$ cat config.mk
export PLATFORM = sky130hd
export DESIGN_NAME = truth_table_prober
export DESIGN_NICKNAME = d
export VERILOG_FILES = /design/src/rtl/truth_table_prober.sv
export SDC_FILE = /design/constraint.sdc
export NUM_CORES = 1
export LEC_CHECK = 0
export CORE_AREA = 2 2 60 62
export CTS_BUF_LIST = sky130_fd_sc_hd__clkbuf_16
export DETAILED_ROUTE_END_ITERATION = 8
export DIE_AREA = 0 0 62 64
export PLACE_DENSITY = 0.74
export SETUP_SLACK_MARGIN = 0.1
export SLEW_MARGIN = 20
export SYNTH_ARGS = -nofsm -noshare
export SYNTH_HDL_FRONTEND = slang
export SYNTH_SLANG_ARGS = --single-unit
$ cat constraint.sdc
create_clock -name clk -period 2.23 [get_ports clk]
set_input_delay 0.446 -clock clk [delete_from_list [all_inputs] [get_ports clk]]
set_output_delay 0.446 -clock clk [all_outputs]
set_load 0.005 [all_outputs]
$ cat src/rtl/truth_table_prober.sv
// Sweeps all 8 input vectors of a 3-input gate, records its truth table and compares it to EXPECTED.
// Optional macro PROBE_SYNC_EN adds a 2-flop synchronizer on probe_out; the measured table port is meas_table.
module truth_table_prober #(
  parameter int unsigned SETTLE   = 2,
  parameter logic [7:0]  EXPECTED = 8'h8E
) (
  input  logic       clk,
  input  logic       rst,
  input  logic       start,
  output logic       probe_in1,
  output logic       probe_in2,
  output logic       probe_in3,
  input  logic       probe_out,
  output logic       busy,
  output logic       done,
  output logic [7:0] meas_table,
  output logic       match
);

  typedef enum logic [1:0] {
    ST_IDLE,
    ST_APPLY,
    ST_SAMPLE,
    ST_DONE
  } state_t;

`ifdef PROBE_SYNC_EN
  // Two extra APPLY cycles cover the synchronizer latency; 9 bits keeps SETTLE=255 representable.
  localparam int unsigned APPLY_CYCLES = SETTLE + 2;
  localparam int unsigned CNT_W        = 9;

  logic sync1_q, sync1_d;
  logic sync2_q, sync2_d;
  logic sample_bit;

  always_comb begin
    sync1_d = probe_out;
    sync2_d = sync1_q;
  end

  always_ff @(posedge clk or posedge rst) begin
    if (rst) begin
      sync1_q <= 1'b0;
      sync2_q <= 1'b0;
    end else begin
      sync1_q <= sync1_d;
      sync2_q <= sync2_d;
    end
  end

  assign sample_bit = sync2_q;
`else
  localparam int unsigned APPLY_CYCLES = SETTLE;
  localparam int unsigned CNT_W        = 8;

  logic sample_bit;
  assign sample_bit = probe_out;
`endif

  localparam logic [CNT_W-1:0] CNT_LAST = CNT_W'(APPLY_CYCLES - 1);
  localparam logic [CNT_W-1:0] CNT_ONE  = CNT_W'(1);

  state_t           state_q, state_d;
  logic [2:0]       idx_q, idx_d;
  logic [CNT_W-1:0] cnt_q, cnt_d;
  logic [7:0]       table_q, table_d;
  logic             match_q, match_d;

  always_ff @(posedge clk or posedge rst) begin
    if (rst) begin
      state_q <= ST_IDLE;
      idx_q   <= 3'd0;
      cnt_q   <= '0;
      table_q <= 8'h00;
      match_q <= 1'b0;
    end else begin
      state_q <= state_d;
      idx_q   <= idx_d;
      cnt_q   <= cnt_d;
      table_q <= table_d;
      match_q <= match_d;
    end
  end

  always_comb begin
    state_d = state_q;
    idx_d   = idx_q;
    cnt_d   = cnt_q;
    table_d = table_q;
    match_d = match_q;
    case (state_q)
      ST_IDLE: begin
        if (start) begin
          idx_d   = 3'd0;
          cnt_d   = '0;
          table_d = 8'h00;
          match_d = 1'b0;
          state_d = ST_APPLY;
        end
      end
      ST_APPLY: begin
        if (cnt_q == CNT_LAST) begin
          cnt_d   = '0;
          state_d = ST_SAMPLE;
        end else begin
          cnt_d = cnt_q + CNT_ONE;
        end
      end
      ST_SAMPLE: begin
        // Vector idx lands in bit (7-idx), i.e. the bitwise inverse of idx.
        table_d[~idx_q] = sample_bit;
        if (idx_q == 3'd7) begin
          match_d = (table_d == EXPECTED);
          state_d = ST_DONE;
        end else begin
          idx_d   = idx_q + 3'd1;
          state_d = ST_APPLY;
        end
      end
      ST_DONE: begin
        state_d = ST_IDLE;
      end
      default: begin
        state_d = ST_IDLE;
      end
    endcase
  end

  always_comb begin
    busy = (state_q == ST_APPLY) || (state_q == ST_SAMPLE);
    done = (state_q == ST_DONE);
    {probe_in1, probe_in2, probe_in3} = busy ? idx_q : 3'b000;
    meas_table = table_q;
    match      = match_q;
  end

endmodule
# Word-level counts from Yosys, hierarchy flattened
# Cells that the tools add are included.
op_classes:
  n_lt_le_gt_ge: 2
  eq_ne: 10
  reduce_logical: 10
  n_mux: 18
  add_sub_neg: 2
  bitwise: 1
op_table:
  columns: ["op", "count"]
  rows:
  - ["$pmux 8 s2", 2]
  - ["$mux 8", 2]
  - ["$mux 3", 3]
  - ["$add 8x1->8 const B", 1]
  - ["$bwmux 8", 1]
  - ["$eq 8x1->1 const B", 1]
  - ["$eq 8x8->1 const B", 1]
  - ["$ne 2x2->1 const B", 4]
  - ["$pmux 2 s4", 1]
  - ["$mux 2", 3]
  - ["$pmux 3 s2", 1]
  - ["$reduce_and 2->1", 3]
  - ["$reduce_and 3->1", 2]
  - ["$eq 2x2->1 const B", 2]
  - ["$lt 3x4->1 const B", 1]
  - ["$reduce_bool 2->1", 2]
  - ["$add 3x1->3 const B", 1]
  - ["$demux 1 s3", 1]
  - ["$eq 3x3->1 const B", 1]
  - ["$ge 3x1->1 const B", 1]
  - ["$mux 1", 3]
  - ["$not 3->3", 1]
  - ["$eq 2x1->1 const B", 1]
  - ["$logic_not 2->1", 1]
  - ["other kinds (3)", 3]
word_totals:
  input_bits: 4
  elab_cells: 48
  register_bits: 22
  out_inout_bits: 14

# Logic depth before layout (Yosys ltp)
# Gate-level depths: netlist of run 1.
logic_depth:
  depth_word: 9
  mapped_depth: 8
  mapped_depth_nobuf: 6

# Worst setup path after synthesis of run 1
# No wires, ideal clock.
synth_timing:
  path_type: "reg-to-reg"
  startpoint: "register cnt_q[1]"
  endpoint: "register cnt_q[1]"
  required_time_ns: 2.103
  t_arrival_ns: 1.642
  path_stages_with_launch: 7
  setup_time_ns: 0.127
  period_less_slack_ns: 1.768
  path_slack_ns: 0.462
  n_path_buf: 0
  path_cell_list: "dfrtp_1 > inv_1 > ha_1 > or4b_4 > o41ai_4 > o211a_4 > a211oi_1"
synth_via:
  elab_chain_cells: 3
  elab_cells_between_ends: 4
  cone_classes: "add/sub: 1; eq/ne: 1; mux: 2"
synth_rtl:
  columns: ["element", "line_no", "source"]
  rows:
  - ["start: declaration", "65", "logic [CNT_W-1:0] cnt_q, cnt_d;"]
  - ["start signal: assignment", "79", "cnt_q <= cnt_d;"]
  - ["$add 8x1->8 or $eq 8x1->1 (tied branches)", "106, 102", null]
  - ["$mux 8 (*)", "102", "if (cnt_q == CNT_LAST) begin"]
  - ["$pmux 8 s2 (*)", "91", "case (state_q)"]
# Mark *: on every way between the ends. The rest lies on a longest branch, timed or not.
# A chain may end at the register's enable or synchronous reset.

# Final worst setup path of run 1
layout_timing:
  startpoint: "register state_q[1]"
  endpoint: "output port probe_in2"
layout_via:
  elab_chain_cells: 3
  elab_cells_between_ends: 4
  cone_classes: "eq/ne: 2; mux: 1; reduce/logical: 1"
layout_rtl:
  columns: ["element", "line_no", "source"]
  rows:
  - ["start: declaration", "63", "state_t state_q, state_d;"]
  - ["start signal: assignment", "77", "state_q <= state_d;"]
  - ["$eq 2x1->1 or $eq 2x2->1 (tied branches)", "130", "busy = (state_q == ST_APPLY) || (state_q == ST_SAMPLE);"]
  - ["$logic_or 1x1->1 (*)", "130", null]
  - ["$mux 3 (*)", "132", "{probe_in1, probe_in2, probe_in3} = busy ? idx_q : 3'b000;"]
  - ["end: declaration", "11", "output logic probe_in2,"]
# Marked as above.

==> summary.txt, run 1 <==
Die
  – # IOs: 18
  – Initial Util: 43.3%
  – Die Width: 62 µm
  – Floorplan Core Area: about 3300 µm²
  – Die area: 3970 µm²
  – Site row count: 21
  – Die height: 64 µm

Routing
  – DRT iter0 DRCs: 57
  – Drt via density: 5.39
  – WL met2: 1.53 mm
  – Top layer in use: met4
  – Metal-1 WL: 1.41 mm
  – Routed WL: 3.05 mm
  – DR pass1 iterations: 4
  – Vias: 1,174
  – DR DRC count: 0
  – Routed wl met3: between 80 and 90 µm
  – Post-DRT Antenna Nets: 0
  – Avg WL per Cell: 14.0 µm

Yosys
  – Synth Area in XOR/XNOR: under 10%
  – Synth Area in Compound Gates: 16.7%
  – Synth cell count leaders: dfrtp_1, nand2_1, o21ai_0
  – Net Count, Synth: approximately 170
  – Top cell type's share of synthesized area: 38.7%
  – Synth unique cells: 37
  – Dominant cell type by area after synthesis: dfrtp_1
  – Synthesized area: about 1400 µm²
  – Post-synth EDFFs: 0
  – Synth area leaders: dfrtp_1, ha_1, mux2i_1
  – YS warnings: 0
  – Yosys reg bits: 22
  – Mapped Cells: 154
  – Most numerous cell in the Yosys netlist: dfrtp_1
  – Post-Synth Simple-Gate Area: about a fifth
  – Synth Area in Adders: 7.92%
  – Ys async rst share: 100%
  – Seq/Total Area, Yosys: 38.7%
  – Dominant synthesized flop cell: dfrtp_1
  – Mux contribution to synthesized area: 7.92%
  – Largest family of logic cells by synthesized area: simple AND/OR/NAND/NOR gates
  – Mean area per synthesized cell: 9.23 µm²

Global route
  – Antenna violations before repair: 0
  – Grt total ovfl: 0
  – Global-route wire length before repair: 5.28 mm
  – Total track usage: 17.4%
  – Largest net degree at the start of global routing: 23
  – Number of global-route vias before repair: approximately 1,200

Clock tree
  – Root Driver: clkbuf_16
  – Post-cts hold buffer count: 0
  – Clk Latency, worst-skew pair: 0.25 ns
  – CTS tree: yes
  – Num Clock Sinks: 22
  – CTS Buf Count: 3
  – H-tree depth: 1
  – CTS Buffer Depth: 2
  – Clock-pin slew on the worst setup and hold paths: 0.06 ns

Timing
  – Setup TNS: 0 ns
  – Period utilization: 92.4%
  – Final hold violation count: 0
  – Peak Freq: just under 0.5 GHz
  – RSZ-0062 raised after global routing: no
  – Measured slew at the worst slew-check pin: 0.619 ns
  – Slew Viols, Final: 0
  – Final setup fails: 0
  – Rel. slew slack: 58.3%
  – Final min period: a little over 2 ns
  – Setup Skew: 0.00286 ns

Power and ir drop
  – Peak supply drop: 0.000527 V
  – Leak: roughly 0.74 nW
  – Sw frac: between 30% and 40%
  – Switching Power: 0.814 mW
  – Comb pwr share: 49.8%
  – Internal power: roughly 1.3 mW
  – Seq pwr share: 32.0%
  – Clock share of power: 18.2%
  – Total power: 2.08 mW
  – Pwr Density: approximately 1200 nW/µm²

Final layout
  – Total Nets Final: 186
  – Share of layout cells above drive strength 1: 8.72%
  – Fin util: 52.8%
  – Final cell count without fillers: about 220
  – Area delta synth->final: 22.0%
  – Diode count: 0

Setup path
  – Critical Path End Type: output pin
  – CP max FO: 4
  – Crit-path cells: inv_1, ha_4, and2_1, clkdlybuf4s50_1
  – Reg2Reg Depth: 6
  – CP arrival: 1.62 ns
  – Startpoint types: flip-flop
  – CP max stage delay: 0.50 ns
  – Worst Path Required: 1.78 ns
  – Critical path type: flip-flop to output pin
  – Crit path max-delay cell type: clkdlybuf4s50_1

Place
  – Placed insts: 212
  – Detailed Place HPWL: 2.28 mm
  – Port Buffer Count: 17
  – Placer Congestion: roughly 0.78

Run
  – Max_cap viols: 0

Hold path
  – Hold WC Path Type: input pin to asynchronous set/reset pin

Run status
  – Outcome: finished clean
-- layer usage --
metal	vias to the layer above	global-route usage, %
met5	-	0
li1	569	-
met2	26	29.3
met3	3	3.04
met1	576	22.6
met4	0	3.99
-- state kept, by name, indices dropped and copies added, names as in the netlist --
| register | count |
|---|---|
| cnt_q | 8 |
| state_q | 2 |
| meas_table | 8 |
| match | 1 |
| idx_q | 3 |
-- what timing repair did --
action                                  4_1_cts  5_1_grt
setup buffers                                 2        0
hold endpoints to repair                      0        0
endpoints found under the setup margin        3        4
gates resized for setup                       0        2
-- power by group through the flow --
| stage | Sequential [mW] | Combinational (mW) | Clock (mW) |
|---|---|---|---|
| 2_1_floorplan | 0.600 | 0.726 | 0 |
| 3_3_place_gp | 0.671 | 0.930 | 0 |
| 3_5_place_dp | 0.683 | 0.967 | 0 |
| 4_1_cts | 0.660 | 1.02 | 0.382 |
| 5_1_grt | 0.689 | 1.16 | 0.406 |
| 6_report | 0.664 | 1.03 | 0.378 |
-- worst max-delay path: cells and delay by family (launching register included) --
kind,cells,cell delay [ns]
adders and majority gates,1,0.29
buffers and inverters,2,0.60
and+or+nand+nor,1,0.12
DFF,1,0.35
-- through the flow --
| step | area (µm²) | hold slack (ns) | worst slack (ns) |
|---|---|---|---|
| floorplan | 1420 | 0.435 | 0.462 |
| global placement | 1630 | 0.510 | 0.278 |
| detailed placement | 1630 | 0.533 | 0.219 |
| CTS | 1720 | 0.541 | 0.135 |
| global route | 1730 | 0.567 | 0.110 |
| finish | 1730 | 0.529 | 0.169 |
-- cells by family after synthesis --
logic type               after synthesis
AND/OR/NAND/NOR                       57
flip-flops                            22
multiplexers                          11
XOR/XNOR                               5
adder cells (fa/ha/maj)                9
buffers and inverters                 16
AO/OA/AOI/OAI                         34
-- cells in the final DEF (no fill, tap or decap), types with 2 or more instances in the layout --
| master | count |
|---|---|
| a21oi_1 | 4 |
| a22oi_1 | 2 |
| a31oi_1 | 2 |
| a32oi_1 | 2 |
| and2_1 | 5 |
| buf_4 | 4 |
| clkbuf_16 | 3 |
| clkdlybuf4s50_1 | 17 |
| dfrtp_1 | 21 |
| ha_1 | 8 |
| inv_1 | 9 |
| mux2_2 | 2 |
| mux2i_1 | 9 |
| nand2_1 | 19 |
| nand2b_1 | 4 |
| nand3_1 | 2 |
| nand4_1 | 3 |
| nor2_1 | 12 |
| nor3b_1 | 3 |
| o21ai_0 | 17 |
| or3_1 | 2 |
| xnor2_1 | 2 |
| xor2_1 | 3 |
-- final cells by class --
type | instances | area [µm²]
tap | 46 | 57.6
inverter | 9 | 33.8
clock buffer | 3 | 75.1
multi-input combinational | 116 | 812
clock inverter | 1 | 3.75
fill | 316 | 1550
timing repair buffer | 21 | 200
sequential | 22 | 552
-- worst paths after layout --
check / start / endpoint / slack, ns
min: rst / cnt_q[5] / 0.53
max in group asynchronous: rst / idx_q[0] / 1.45
max reg2reg: cnt_q[1] / cnt_q[1] / 0.30
min reg2reg: meas_table[2] / meas_table[2] / 0.55
max: state_q[1] / probe_in2 / 0.17
min in group clk: meas_table[2] / meas_table[2] / 0.55
Power figures use the tool's default switching activity.
==> run 2: changes to the inputs <==
--- a/config.mk
+++ b/config.mk
@@ -10,6 +10,7 @@
 export DETAILED_ROUTE_END_ITERATION = 8
 export DIE_AREA = 0 0 62 64
 export PLACE_DENSITY = 0.74
+export REMOVE_ABC_BUFFERS = 1
 export SETUP_SLACK_MARGIN = 0.1
 export SLEW_MARGIN = 20
 export SYNTH_ARGS = -nofsm -noshare
==> run 2 against run 1 <==
  * Global-route usage is 0.13 points lower
  * Sequential cell count stayed put
  * Via count is 2.7% higher
  * Power is 2.7% higher
  * Register-to-register slack worse by 0.04 ns
  * Routed wire length is 4.7% higher
==> summary.txt, run 2 (same netlist as run 1, synthesis figures left out) <==
Power and ir drop
  – Total power: 2.13 mW (+2.7%)
  – Peak supply drop: 0.000504 V (-4.3%)
  – Pwr Density: 1220 nW/µm² (+2.1%)
  – Leak: 0.750 nW (+1.1%)

Clock tree
  – CTS Buffer Depth: 2 (unchanged)
  – CTS tree: yes
  – H-tree depth: 1 (unchanged)
  – Clock-pin slew on the worst setup and hold paths: 0.06 ns (about the same)
  – Clk Latency, worst-skew pair: 0.25 ns (about the same)
  – Post-cts hold buffer count: 0 (unchanged)
  – CTS Buf Count: 3 (unchanged)
  – Root Driver: clkbuf_16
  – Num Clock Sinks: 22 (unchanged)

Timing
  – Final min period: 2.06 ns (+0.0000210 ns)
  – Slew Viols, Final: 0 (unchanged)
  – Setup Skew: 0.00273 ns (-0.000127 ns)
  – RSZ-0062 raised after global routing: no
  – Rel. slew slack: 53.2% (-5.1 points)
  – Period utilization: 92.4% (about the same)
  – Final setup fails: 0 (unchanged)
  – Final hold violation count: 0 (unchanged)
  – Measured slew at the worst slew-check pin: 0.695 ns (+0.0762 ns)
  – Setup ws final: 0.169 ns (-0.0000210 ns)
  – Setup TNS: 0 ns (unchanged)
  – Peak Freq: 0.485 GHz (about the same)

Die
  – Die height: 64 µm (unchanged)
  – Die Width: 62 µm (unchanged)
  – Initial Util: 43.3% (unchanged)
  – Floorplan Core Area: 3280 µm² (unchanged)
  – Die area: 3970 µm² (unchanged)
  – Site row count: 21 (unchanged)
  – # IOs: 18 (unchanged)

Setup path
  – CP arrival: 1.62 ns (about the same)
  – FF-to-FF Start: cnt_q[1]
  – Worst Path Required: 1.78 ns (about the same)
  – Critical Path Sink: probe_in3
  – Crit path buffers/inverters: 2 (unchanged)
  – Startpoint types: flip-flop
  – CP max stage delay: 0.51 ns (about the same)
  – CP max FO: 4 (unchanged)
  – Crit path depth: 4 (unchanged)
  – Endpoint of the worst-slack reg-to-reg timing path: cnt_q[1]
  – Critical path type: flip-flop to output pin
  – CP Launch Point: state_q[1]
  – Crit path max-delay cell type: clkdlybuf4s50_1
  – Crit-path cells: inv_1, ha_4, and2_1, clkdlybuf4s50_1
  – Critical path's top delay family: buffers and inverters
  – Critical Path End Type: output pin
  – Reg2Reg Depth: 6 (unchanged)
  – Reg2Reg Setup Slack: 0.26 ns (-0.04 ns)

Final layout
  – Most common cell after layout, fill and taps aside: dfrtp_1
  – Total Nets Final: 188 (+1.1%)
  – Diode count: 0 (unchanged)
  – Most frequent cells in the layout: dfrtp_1, nand2_1, o21ai_0, clkdlybuf4s50_1, nor2_1
  – Share of layout cells above drive strength 1: 9.83% (+1.1 points)
  – Area delta synth->final: 22.7%
  – Final cell count without fillers: 219 (+0.46%)

Routing
  – Drt via density: 5.51 (+2.3%)
  – DR DRC count: 0 (unchanged)
  – Post-DRT Antenna Nets: 0 (unchanged)
  – Vias: 1,206 (+2.7%)
  – DR pass1 iterations: 4 (unchanged)
  – DRT iter0 DRCs: 38 (-33%)
  – Avg WL per Cell: 14.6 µm (+4.2%)
  – Routed WL: 3.19 mm (+4.7%)

Place
  – Placed insts: 214 (+0.94%)
  – Detailed Place HPWL: 2.29 mm (+0.40%)
  – Port Buffer Count: 17 (unchanged)
  – Placement Setup Slack: 0.261 ns (+0.0420 ns)
  – Placer Congestion: 0.848 (+9.2%)

Global route
  – Global-route wire length before repair: 5.23 mm (-0.91%)
  – Antenna violations before repair: 0 (unchanged)
  – Number of global-route vias before repair: 1,177 (+1.8%)
  – Grt total ovfl: 0 (unchanged)
  – Largest net degree at the start of global routing: 23 (unchanged)
  – Total track usage: 17.3% (-0.13 points)

Run status
  – Outcome: finished clean

Run
  – Max_cap viols: 0 (unchanged)

Hold path
  – Hold WC Path Type: input pin to asynchronous set/reset pin
run 2: cell count changes in the layout (fill, tap and decap cells not counted):
cell      previous run  this run
inv_1                9         8
dfrtp_1             21        22
buf_4                4         6
dfrtp_2              1         0
clkinv_1             1         0
inv_2                0         1
run 2: per-stage QoR:
| stage | cell area, µm² | hold slack, ns | util [%] |
|---|---|---|---|
| after floorplan | 1380 | 0.435 | - |
| after global placement | 1640 | 0.509 | 50.0 |
| after detailed placement | 1640 | 0.533 | 50.0 |
| after CTS | 1730 | 0.545 | 52.7 |
| after global routing | 1740 | 0.570 | 53.1 |
| final | 1740 | 0.533 | 53.1 |
run 2: layer usage:
metal | vias to the layer above | routed length, µm | track usage, %
met5 | - | 0 | 0
met4 | 0 | 27 | 3.99
met3 | 4 | 134 | 5.06
met2 | 34 | 1610 | 28.1
met1 | 591 | 1420 | 22.1
li1 | 577 | - | -
run 2: worst min path at each step:
stage                        startpoint             to  slack (ns)  cells past startpoint
after floorplan                     rst       cnt_q[0]        0.44                      1
after global placement    meas_table[2]  meas_table[2]        0.51                      2
after detailed placement  meas_table[1]  meas_table[1]        0.53                      2
after CTS                 meas_table[2]  meas_table[2]        0.54                      2
after global routing                rst       cnt_q[5]        0.57                      3
final                               rst  meas_table[5]        0.53                      3
run 2: repair_timing:
action	4_1_cts	5_1_grt
cloned	0	0
endpoints found under the setup margin	3	3
setup buffers	2	0
gates resized for setup	0	2
run 2: where the power goes:
part	leakage, nW	switching (mW)	internal (mW)
Combinational	0.416	0.574	0.546
Clock	0.0370	0.140	0.237
Sequential	0.297	0.139	0.494
run 2: layout make-up:
| type | instances | area, µm² |
|---|---|---|
| Clock buffer | 3 | 75.1 |
| Fill cell | 308 | 1540 |
| Inverter | 9 | 33.8 |
| Multi-Input combinational cell | 116 | 812 |
| Sequential cell | 22 | 551 |
| Tap cell | 46 | 57.6 |
| Timing Repair Buffer | 23 | 215 |
run 2: worst register-to-register path, stage by stage (launching register included):
cell	delay, ns
dfrtp_1	0.43
inv_1	0.08
ha_1	0.12
or4b_4	0.46
o41ai_4	0.40
o211a_4	0.28
a211oi_1	0.07
